--- src/rtl/axi_lite_pkg.sv ---
// Shared AXI4-Lite response codes, register map constants and FSM state
// types for the register file.
package axi_lite_pkg;

    localparam logic [1:0] RESP_OKAY   = 2'b00;
    localparam logic [1:0] RESP_SLVERR = 2'b10;

    localparam int         NUM_RW_REGS = 6;
    localparam logic [2:0] REG_WCOUNT  = 3'd6;
    localparam logic [2:0] REG_ID      = 3'd7;

    typedef enum logic [1:0] {
        W_IDLE,
        W_HAVE_ADDR,
        W_HAVE_DATA,
        W_RESP
    } wr_state_t;

    typedef enum logic {
        R_IDLE,
        R_DATA
    } rd_state_t;

endpackage

--- src/rtl/axi_lite_regfile.sv ---
// AXI4-Lite slave with six RW registers, a write-commit counter and an ID
// register; the write and read channels run as independent FSMs.
module axi_lite_regfile
    import axi_lite_pkg::*;
#(
    parameter int                    DATA_WIDTH = 32,
    parameter int                    ADDR_WIDTH = 8,
    parameter int                    RESP_WIDTH = 2,
    parameter logic [DATA_WIDTH-1:0] ID_VALUE   = 32'hA1B2_0001
) (
    input  logic                      s_axi_aclk,
    input  logic                      s_axi_areset,
    input  logic [ADDR_WIDTH-1:0]     s_axi_awaddr,
    input  logic                      s_axi_awvalid,
    output logic                      s_axi_awready,
    input  logic [DATA_WIDTH-1:0]     s_axi_wdata,
    input  logic [DATA_WIDTH/8-1:0]   s_axi_wstrb,
    input  logic                      s_axi_wvalid,
    output logic                      s_axi_wready,
    output logic [RESP_WIDTH-1:0]     s_axi_bresp,
    output logic                      s_axi_bvalid,
    input  logic                      s_axi_bready,
    input  logic [ADDR_WIDTH-1:0]     s_axi_araddr,
    input  logic                      s_axi_arvalid,
    output logic                      s_axi_arready,
    output logic [DATA_WIDTH-1:0]     s_axi_rdata,
    output logic [RESP_WIDTH-1:0]     s_axi_rresp,
    output logic                      s_axi_rvalid,
    input  logic                      s_axi_rready,
    output logic [DATA_WIDTH-1:0]     ctrl_o
);

    localparam int NB = DATA_WIDTH / 8;

    wr_state_t r_wstate;
    wr_state_t w_wstate_next;
    rd_state_t r_rstate;
    rd_state_t w_rstate_next;

    logic [ADDR_WIDTH-1:0] r_awaddr;
    logic [DATA_WIDTH-1:0] r_wdata;
    logic [NB-1:0]         r_wstrb;
    logic [RESP_WIDTH-1:0] r_bresp;
    logic [RESP_WIDTH-1:0] r_rresp;
    logic [DATA_WIDTH-1:0] r_rdata;
    logic [DATA_WIDTH-1:0] r_wcount;

    logic [NUM_RW_REGS-1:0][DATA_WIDTH-1:0] r_regs;
    logic [NUM_RW_REGS-1:0][DATA_WIDTH-1:0] w_regs_next;

    logic                  w_awready;
    logic                  w_wready;
    logic                  w_arready;
    logic                  w_aw_hs;
    logic                  w_w_hs;
    logic                  w_ar_hs;
    logic                  w_commit;

    logic [ADDR_WIDTH-1:0] w_wr_addr;
    logic [DATA_WIDTH-1:0] w_wr_data;
    logic [NB-1:0]         w_wr_strb;
    logic [2:0]            w_wr_idx;
    logic                  w_wr_oor;
    logic                  w_wr_ok;

    logic [2:0]            w_rd_idx;
    logic                  w_rd_oor;
    logic [DATA_WIDTH-1:0] w_rd_data;

    logic                  w_unused_lsbs;

    // Readies depend only on state so the handshakes never loop back through
    // the next-state logic; reset masks them while it is held.
    assign w_awready = ~s_axi_areset & ((r_wstate == W_IDLE) || (r_wstate == W_HAVE_DATA));
    assign w_wready  = ~s_axi_areset & ((r_wstate == W_IDLE) || (r_wstate == W_HAVE_ADDR));
    assign w_arready = ~s_axi_areset & (r_rstate == R_IDLE);

    assign w_aw_hs = s_axi_awvalid & w_awready;
    assign w_w_hs  = s_axi_wvalid  & w_wready;
    assign w_ar_hs = s_axi_arvalid & w_arready;

    // ---------------------------------------------------------------- write
    always_comb begin
        w_wstate_next = r_wstate;
        unique case (r_wstate)
            W_IDLE: begin
                if (w_aw_hs && w_w_hs) begin
                    w_wstate_next = W_RESP;
                end else if (w_aw_hs) begin
                    w_wstate_next = W_HAVE_ADDR;
                end else if (w_w_hs) begin
                    w_wstate_next = W_HAVE_DATA;
                end
            end
            W_HAVE_ADDR: if (w_w_hs)       w_wstate_next = W_RESP;
            W_HAVE_DATA: if (w_aw_hs)      w_wstate_next = W_RESP;
            W_RESP:      if (s_axi_bready) w_wstate_next = W_IDLE;
            default:                       w_wstate_next = W_IDLE;
        endcase
    end

    // The edge that completes the AW/W pair is the commit edge; the half
    // arriving on that edge is taken straight from the bus.
    assign w_commit  = (r_wstate != W_RESP) && (w_wstate_next == W_RESP);
    assign w_wr_addr = w_aw_hs ? s_axi_awaddr : r_awaddr;
    assign w_wr_data = w_w_hs  ? s_axi_wdata  : r_wdata;
    assign w_wr_strb = w_w_hs  ? s_axi_wstrb  : r_wstrb;
    assign w_wr_idx  = w_wr_addr[4:2];
    assign w_wr_oor  = (w_wr_addr >> 5) != '0;
    assign w_wr_ok   = !w_wr_oor && (w_wr_idx < 3'(NUM_RW_REGS));

    genvar gi, gb;
    generate
        for (gi = 0; gi < NUM_RW_REGS; gi++) begin : g_reg
            for (gb = 0; gb < NB; gb++) begin : g_byte
                assign w_regs_next[gi][gb*8 +: 8] =
                    (w_commit && w_wr_ok && (w_wr_idx == 3'(gi)) && w_wr_strb[gb])
                        ? w_wr_data[gb*8 +: 8]
                        : r_regs[gi][gb*8 +: 8];
            end
        end
    endgenerate

    always_ff @(posedge s_axi_aclk) begin
        if (s_axi_areset) begin
            r_wstate <= W_IDLE;
            r_awaddr <= '0;
            r_wdata  <= '0;
            r_wstrb  <= '0;
            r_bresp  <= '0;
            r_regs   <= '0;
            r_wcount <= '0;
        end else begin
            r_wstate <= w_wstate_next;
            r_regs   <= w_regs_next;
            if (w_aw_hs) begin
                r_awaddr <= s_axi_awaddr;
            end
            if (w_w_hs) begin
                r_wdata <= s_axi_wdata;
                r_wstrb <= s_axi_wstrb;
            end
            if (w_commit) begin
                r_bresp <= w_wr_ok ? RESP_WIDTH'(RESP_OKAY) : RESP_WIDTH'(RESP_SLVERR);
                if (w_wr_ok) begin
                    r_wcount <= r_wcount + DATA_WIDTH'(1);
                end
            end
        end
    end

    // ----------------------------------------------------------------- read
    assign w_rd_idx = s_axi_araddr[4:2];
    assign w_rd_oor = (s_axi_araddr >> 5) != '0;

    always_comb begin
        w_rd_data = '0;
        if (!w_rd_oor) begin
            if (w_rd_idx == REG_WCOUNT) begin
                w_rd_data = r_wcount;
            end else if (w_rd_idx == REG_ID) begin
                w_rd_data = ID_VALUE;
            end else begin
                w_rd_data = r_regs[w_rd_idx];
            end
        end
    end

    always_comb begin
        w_rstate_next = r_rstate;
        unique case (r_rstate)
            R_IDLE:  if (w_ar_hs)      w_rstate_next = R_DATA;
            R_DATA:  if (s_axi_rready) w_rstate_next = R_IDLE;
            default:                   w_rstate_next = R_IDLE;
        endcase
    end

    // Read data samples the pre-edge registers, so a write committing on the
    // same edge is not visible to this read.
    always_ff @(posedge s_axi_aclk) begin
        if (s_axi_areset) begin
            r_rstate <= R_IDLE;
            r_rdata  <= '0;
            r_rresp  <= '0;
        end else begin
            r_rstate <= w_rstate_next;
            if (w_ar_hs) begin
                r_rdata <= w_rd_data;
                r_rresp <= w_rd_oor ? RESP_WIDTH'(RESP_SLVERR) : RESP_WIDTH'(RESP_OKAY);
            end
        end
    end

    // -------------------------------------------------------------- outputs
    assign s_axi_awready = w_awready;
    assign s_axi_wready  = w_wready;
    assign s_axi_arready = w_arready;
    assign s_axi_bvalid  = (r_wstate == W_RESP);
    assign s_axi_bresp   = r_bresp;
    assign s_axi_rvalid  = (r_rstate == R_DATA);
    assign s_axi_rdata   = r_rdata;
    assign s_axi_rresp   = r_rresp;
    assign ctrl_o        = r_regs[0];

    // Byte-lane address bits carry no meaning for word registers.
    assign w_unused_lsbs = ^{w_wr_addr[1:0], s_axi_araddr[1:0]};

endmodule

--- config.mk ---
export PLATFORM = sky130hd
export DESIGN_NAME = axi_lite_regfile
export DESIGN_NICKNAME = d
export VERILOG_FILES = /design/src/rtl/axi_lite_pkg.sv /design/src/rtl/axi_lite_regfile.sv
export SDC_FILE = /design/constraint.sdc
export NUM_CORES = 1
export LEC_CHECK = 0
export ABC_AREA = 1
export CAP_MARGIN = 25
export CELL_PAD_IN_SITES_DETAIL_PLACEMENT = 1
export CELL_PAD_IN_SITES_GLOBAL_PLACEMENT = 2
export CORE_MARGIN = 10
export CORE_UTILIZATION = 30
export CTS_BUF_LIST = sky130_fd_sc_hd__clkbuf_4 sky130_fd_sc_hd__clkbuf_8
export DETAILED_ROUTE_END_ITERATION = 6
export HOLD_SLACK_MARGIN = 0.15
export PLACE_DENSITY = 0.88
export REMOVE_ABC_BUFFERS = 1
export SKIP_LAST_GASP = 1
export SYNTH_ARGS = -nofsm -noshare
export SYNTH_HDL_FRONTEND = slang
export SYNTH_SLANG_ARGS = --single-unit
--- constraint.sdc ---
create_clock -name s_axi_aclk -period 1.65 [get_ports s_axi_aclk]
set_input_delay 0.165 -clock s_axi_aclk [delete_from_list [all_inputs] [get_ports s_axi_aclk]]
set_output_delay 0.165 -clock s_axi_aclk [all_outputs]
set_load 0.01 [all_outputs]
* Word-level counts from Yosys, hierarchy flattened
Cells that the tools add are included.
Operators by class: reductions and logical operators 42, add/subtract/negate cells 1, bitwise gates (word level) 8, equal/unequal tests 12, muxes and demuxes 20, magnitude comparators 2
Operators by type and width (number):
- $mux 32 | 5
- $bmux 32 s3 | 1
- $logic_and 1x1->1 | 34
- $add 32x1->32 const B | 1
- $mux 2 | 8
- $reduce_bool 8->1 | 2
- $eq 3x3->1 const B | 4
- $mux 8 | 1
- $pmux 2 s4 | 1
- $and 1x1->1 | 6
- $eq 2x2->1 const B | 3
- $eq 3x2->1 const B | 2
- $lt 3x4->1 const B | 1
- $mux 4 | 1
- $eq 3x1->1 const B | 1
- $logic_not 3->1 | 1
- $lt 3x3->1 const B | 1
- $eq 2x1->1 const B | 1
- $logic_not 2->1 | 1
- $logic_or 1x1->1 | 2
- $mux 1 | 2
- $ne 2x2->1 const B | 1
- $not 1->1 | 2
- $pmux 1 s2 | 1
- other kinds (2) | 2
Word-level totals: word-level logic and storage cells 119, output and inout bits 73, flip-flop bits (word level) 307

* Longest topological paths before layout
word-level depth 13, depth in mapped cells 14, mapped depth without buffers 11

* Least setup slack after synthesis
Ideal clock, no wire load.
path kind register to register, start register r_wstate[0], end register r_regs[39] (netlist name), arrival time 1.691 ns, clock period less this slack 1.801 ns, path slack -0.151 ns, stages on the path, launching flop included 12, path buffers 1, cells stage by stage dfxtp_1 > nor2_8 > nand2_4 > nand2_1 > nand2_1 > inv_2 > nand2_1 > nor2_2 > buf_2 > nand4_1 > nand2_1 > nor2_1
On the way: elaborated cells between the ends (all ways) 32, those cells by class order compare (1); eq/ne (6); mux (10); bitwise (4); reduce/logical (11)
RTL lines:
- from (decl) | RTL line axi_lite_regfile.sv:35 | wr_state_t r_wstate;
- from (signal assigned) | RTL line axi_lite_regfile.sv:134 | r_wstate <= w_wstate_next;
- $eq 2x2->1 / $logic_not 2->1 (equally long branches) | RTL line axi_lite_regfile.sv:74 | assign w_awready = ~s_axi_areset & ((r_wstate == W_IDLE) || (r_wstate == W_HAVE_DATA));
- $logic_or 1x1->1 * | RTL line axi_lite_regfile.sv:74
- $and 1x1->1 * | RTL line axi_lite_regfile.sv:74
- via s_axi_awready | RTL line axi_lite_regfile.sv:15 | output logic s_axi_awready,
- $and 1x1->1 * | RTL line axi_lite_regfile.sv:78 | assign w_aw_hs = s_axi_awvalid & w_awready;
- $mux 2 / $logic_and 1x1->1 (equally long branches) | RTL line axi_lite_regfile.sv:89, axi_lite_regfile.sv:87
- $mux 2 | RTL line axi_lite_regfile.sv:87 | if (w_aw_hs && w_w_hs) begin
- $pmux 2 s4 | RTL line axi_lite_regfile.sv:85 | unique case (r_wstate)
- $eq 2x2->1 | RTL line axi_lite_regfile.sv:104 | assign w_commit = (r_wstate != W_RESP) && (w_wstate_next == W_RESP);
- $logic_and 1x1->1 | RTL line axi_lite_regfile.sv:104
- $logic_and 1x1->1 | RTL line axi_lite_regfile.sv:117 | (w_commit && w_wr_ok && (w_wr_idx == 3'(gi)) && w_wr_strb[gb])
- $logic_and 1x1->1 * (2 in a row) | RTL line axi_lite_regfile.sv:117
- to (signal assigned) | RTL line axi_lite_regfile.sv:135 | r_regs <= w_regs_next;
- to (decl) | RTL line axi_lite_regfile.sv:48 | logic [NUM_RW_REGS-1:0][DATA_WIDTH-1:0] r_regs;
The timed path passes the listed nets; every way through them passes the cells marked *. A chain may end at the register's enable or synchronous reset.

* Worst setup path after layout
start register r_wstate[0], end register r_regs (netlist bit ctrl_o[2])
On the way: word-level cells in the longest chain between the ends 13, elaborated cells between the ends (all ways) 32, those cells by class order compare (1); eq/ne (5); mux (10); bitwise (4); reduce/logical (12)
RTL lines:
- $eq 2x1->1 / $logic_not 2->1 (equally long branches) | RTL line axi_lite_regfile.sv:75, axi_lite_regfile.sv:85, axi_lite_regfile.sv:74
- $logic_or 1x1->1 | RTL line axi_lite_regfile.sv:75 | assign w_wready = ~s_axi_areset & ((r_wstate == W_IDLE) || (r_wstate == W_HAVE_ADDR));
- $and 1x1->1 | RTL line axi_lite_regfile.sv:75
- $and 1x1->1 | RTL line axi_lite_regfile.sv:79 | assign w_w_hs = s_axi_wvalid & w_wready;
- $mux 2 | RTL line axi_lite_regfile.sv:91 | end else if (w_w_hs) begin
- $mux 2 | RTL line axi_lite_regfile.sv:89 | end else if (w_aw_hs) begin
- $mux 2 | RTL line axi_lite_regfile.sv:87
- $pmux 2 s4 | RTL line axi_lite_regfile.sv:85
- $eq 2x2->1 | RTL line axi_lite_regfile.sv:104
- $logic_and 1x1->1 | RTL line axi_lite_regfile.sv:104
- $logic_and 1x1->1 (3 in a row) | RTL line axi_lite_regfile.sv:117
Parallel ways exist; a longest one is shown, timed or not.

==> results_dict.tcl <==
set metrics [dict create \
    crit_required_ns 2.24 \
    ant_nets 0 \
    critical_path_buf_inv_count 5 \
    cts.sinks 303 \
    clock_path_buffers 3 \
    p_clk_share_pct 43.1 \
    grt.overflow.total 0 \
    wl_mm 67.0 \
    boundaryPins 132 \
    violations "negative setup slack" \
    period_share_pct 123 \
    synthAdderAreaFrac_pct 0.0768 \
    ys_seq_area_share_pct 37.2 \
    synth_cells 2622 \
    antenna_found_initial 1 \
    post_drt_wl_per_cell_microns 18.2 \
    routed_via_density 4.92 \
    synth_top_area_share_pct 37.2 \
    final_cells 3676 \
    synth_compound_area_share_pct 8.65 \
    finClkSkew_ns 0.0169 \
    cts-buffers-inserted 57 \
    vias 18080 \
    worstPathCellList "buf_6 -> nand2_2 -> nand2_2 -> nand2_1 -> nand2_1 -> nor2_4 -> nand2_2 -> nor2_4 -> buf_12 -> buf_16 -> buf_6 -> nand3_4 -> nand2_2 -> inv_1 -> nor2_1" \
    drtIter0Drc 882 \
    yosys_warnings 0 \
    critPathKind "flop to flop" \
    synth-xor-area-share_pct 0.269 \
    powerDensity_nw_per_um2 798 \
    io_buffers 125 \
    power.switching_w 0.00525 \
    p_int_w 0.0133 \
    clk_latency_ns 0.66 \
    drv_slew 0 \
    grt_use_total_pct 20.0 \
    hold_viol_final 0 \
    start_util_pct 30.3 \
    clkTransAtPathRegs_ns 0.06 \
    cp_slowest_cell "dfxtp_4" \
    synthesis.area_sq_um 16300 \
    dieArea_sq_um 64000 \
    p_leak_nw 11.3 \
    reg2regPathDepth 15 \
    fill_cells 6783 \
    critPathMaxStageDelay_ns 0.37 \
    syn_to_final_growth_pct 42.8 \
    placed_cells 3515 \
    nNetsFinal 3002 \
    worstPathArrival_ns 2.61 \
    ys_top_cells_by_area "dfxtp_1 37%, nand2_1 18%, inv_1 11%" \
    synth.avg_cell_area_sq_um 6.21 \
    grt_max_degree 59 \
    power_frac_comb_pct 16.7 \
    drive_gt1_share_pct 23.3 \
    clock.fmax_mhz 494 \
    p_sw_share_pct 28.3 \
    die_h_microns 253 \
    synth-simple-area-share_pct 37.0 \
    synth.ff_latch_count 303 \
    path_max_fanout 8 \
    finalSetupViolCount 225 \
    muxShareOfSynthArea_pct 0 \
    core_area_sq_um 53800 \
    synth_top_family_by_area "simple AND/OR/NAND/NOR gates" \
    place_hpwl_mm 45.7 \
    hold_depth 7 \
    fp.dieW_microns 253 \
    critPathLaunchType "flop" \
    gp_congestion 0.897 \
    endpoint_kind "flop" \
    setup_slack_ns -0.376 \
    total_power_w 0.0186 \
    fin_util_pct 43.2 \
    outcome "complete, but fails checks" \
    fin_crit_ns 2.03 \
    cts_tree "built" \
    yosysUniqueCellTypes 31 \
    crit_cells 15 \
    grt_pass1_wl_mm 103 \
    core.rowCount 85 \
    seq_power_share_pct 40.2 \
    antenna_cells 0 \
    ctsRootBufferMaster "clkbuf_8" \
    irDropWorstVdd_mv 0.457 \
    maxCapViolations 0 \
    first_pass_iters 5 \
    cp_common_cell "nand2_2" \
    min_path_type "input pin to flop" \
    layout.cells.most_common_list "663 x nand2_1, 412 x inv_1, 301 x dfxtp_1" \
    layout_commonest_cell "nand2_1" \
    grt_pass1_vias 19102 \
    synth_top_area_cell "dfxtp_1" \
    remaining_drc_errors 0 \
    cp_top_family "simple AND/OR/NAND/NOR gates" \
    h-tree-depth 2 \
    rsz0062_at_grt "true" \
]
[worst reg2reg max path, delay by kind of cell, from the launching register on]
family	cells	cell delay [ns]
and+or+nand+nor	10	0.95
buffers and inverters	5	0.65
DFF	1	0.37
[power groups by stage]
stage	Sequential, W	Combinational [W]	Clock [W]
global placement	0.00762	0.00254	0
finish	0.00747	0.00310	0.00799
CTS	0.00747	0.00287	0.00822
detailed placement	0.00763	0.00260	0
global route	0.00748	0.00332	0.00854
floorplan	0.00763	0.00109	0
[worst paths after layout]
check,startpoint,end,slack (ns)
setup / recovery,r_wstate[0],ctrl_o[2],-0.38
hold / removal,s_axi_areset,r_wstate[0],0.19
setup reg to reg,r_wstate[0],ctrl_o[2],-0.38
hold reg to reg,s_axi_rdata[4],s_axi_rdata[4],0.46
[synth_stat cells (all sizes together)]
master and instances:
a211oi 1, a21oi 97, buf 120, clkbuf 69, clkinv 1, conb 1, dfxtp 303, ha 1
inv 469, nand2 784, nand3 83, nand3b 9, nand4 194, nor2 305, nor3 18, o211ai 28
o21a 5, o21ai 123, o221ai 6, xor2 5
[per-stage QoR]
step | TNS (ns) | instance area (sq um) | hold slack, ns | setup WS, ns
floorplan | -949.58 | 15300 | 0.234 | -4.22
global placement | -135.46 | 19800 | 0.457 | -0.694
detailed placement | -164.54 | 19800 | 0.460 | -0.860
CTS | -80.22 | 22100 | 0.165 | -0.382
global route | -91.64 | 23300 | 0.199 | -0.490
finish | -67.45 | 23300 | 0.189 | -0.376
[layer usage]
metal	track usage [%]	share of wire, %
met1	24.1	43
met2	35.5	50
met3	3.55	4.7
met4	5.90	2.6
met5	0	0
[state kept, by name, indices dropped and copies added, names as in the netlist]
signal	flops
ctrl_o	32
r_awaddr	6
r_regs	160
r_wcount	32
r_wdata	32
r_wstate	2
r_wstrb	4
s_axi_bresp	1
s_axi_rdata	32
s_axi_rresp	1
s_axi_rvalid	1
[cell type report]
type	count	area (sq um)	share of cell area, %
tap	696	871	3.74
clock inverter	1	30.0	0.129
inverter	470	1790	7.68
timing repair buffer	446	4910	21.1
timing repair inverter	3	51.3	0.221
clock buffer	96	1190	5.12
multi-input combinational	1661	8350	35.9
sequential	303	6070	26.1
[kinds of logic after synthesis]
kind of cell,after synthesis
AO/OA/AOI/OAI,260
XOR/XNOR,5
adder cells (fa/ha/maj),1
buffers and inverters,659
flip-flops,303
other,1
AND/OR/NAND/NOR,1393
[what timing repair did]
| item | in CTS | in global routing |
|---|---|---|
| pin swaps | 131 | 139 |
| cloned | 13 | 9 |
| hold endpoints to repair | 28 | 0 |
| hold buffers | 2 | 0 |
| setup endpoints to repair | 310 | 305 |
| buffers inserted | 26 | 21 |
| gates resized for setup | 145 | 312 |
Note: power is estimated with default switching activity, not from simulation.
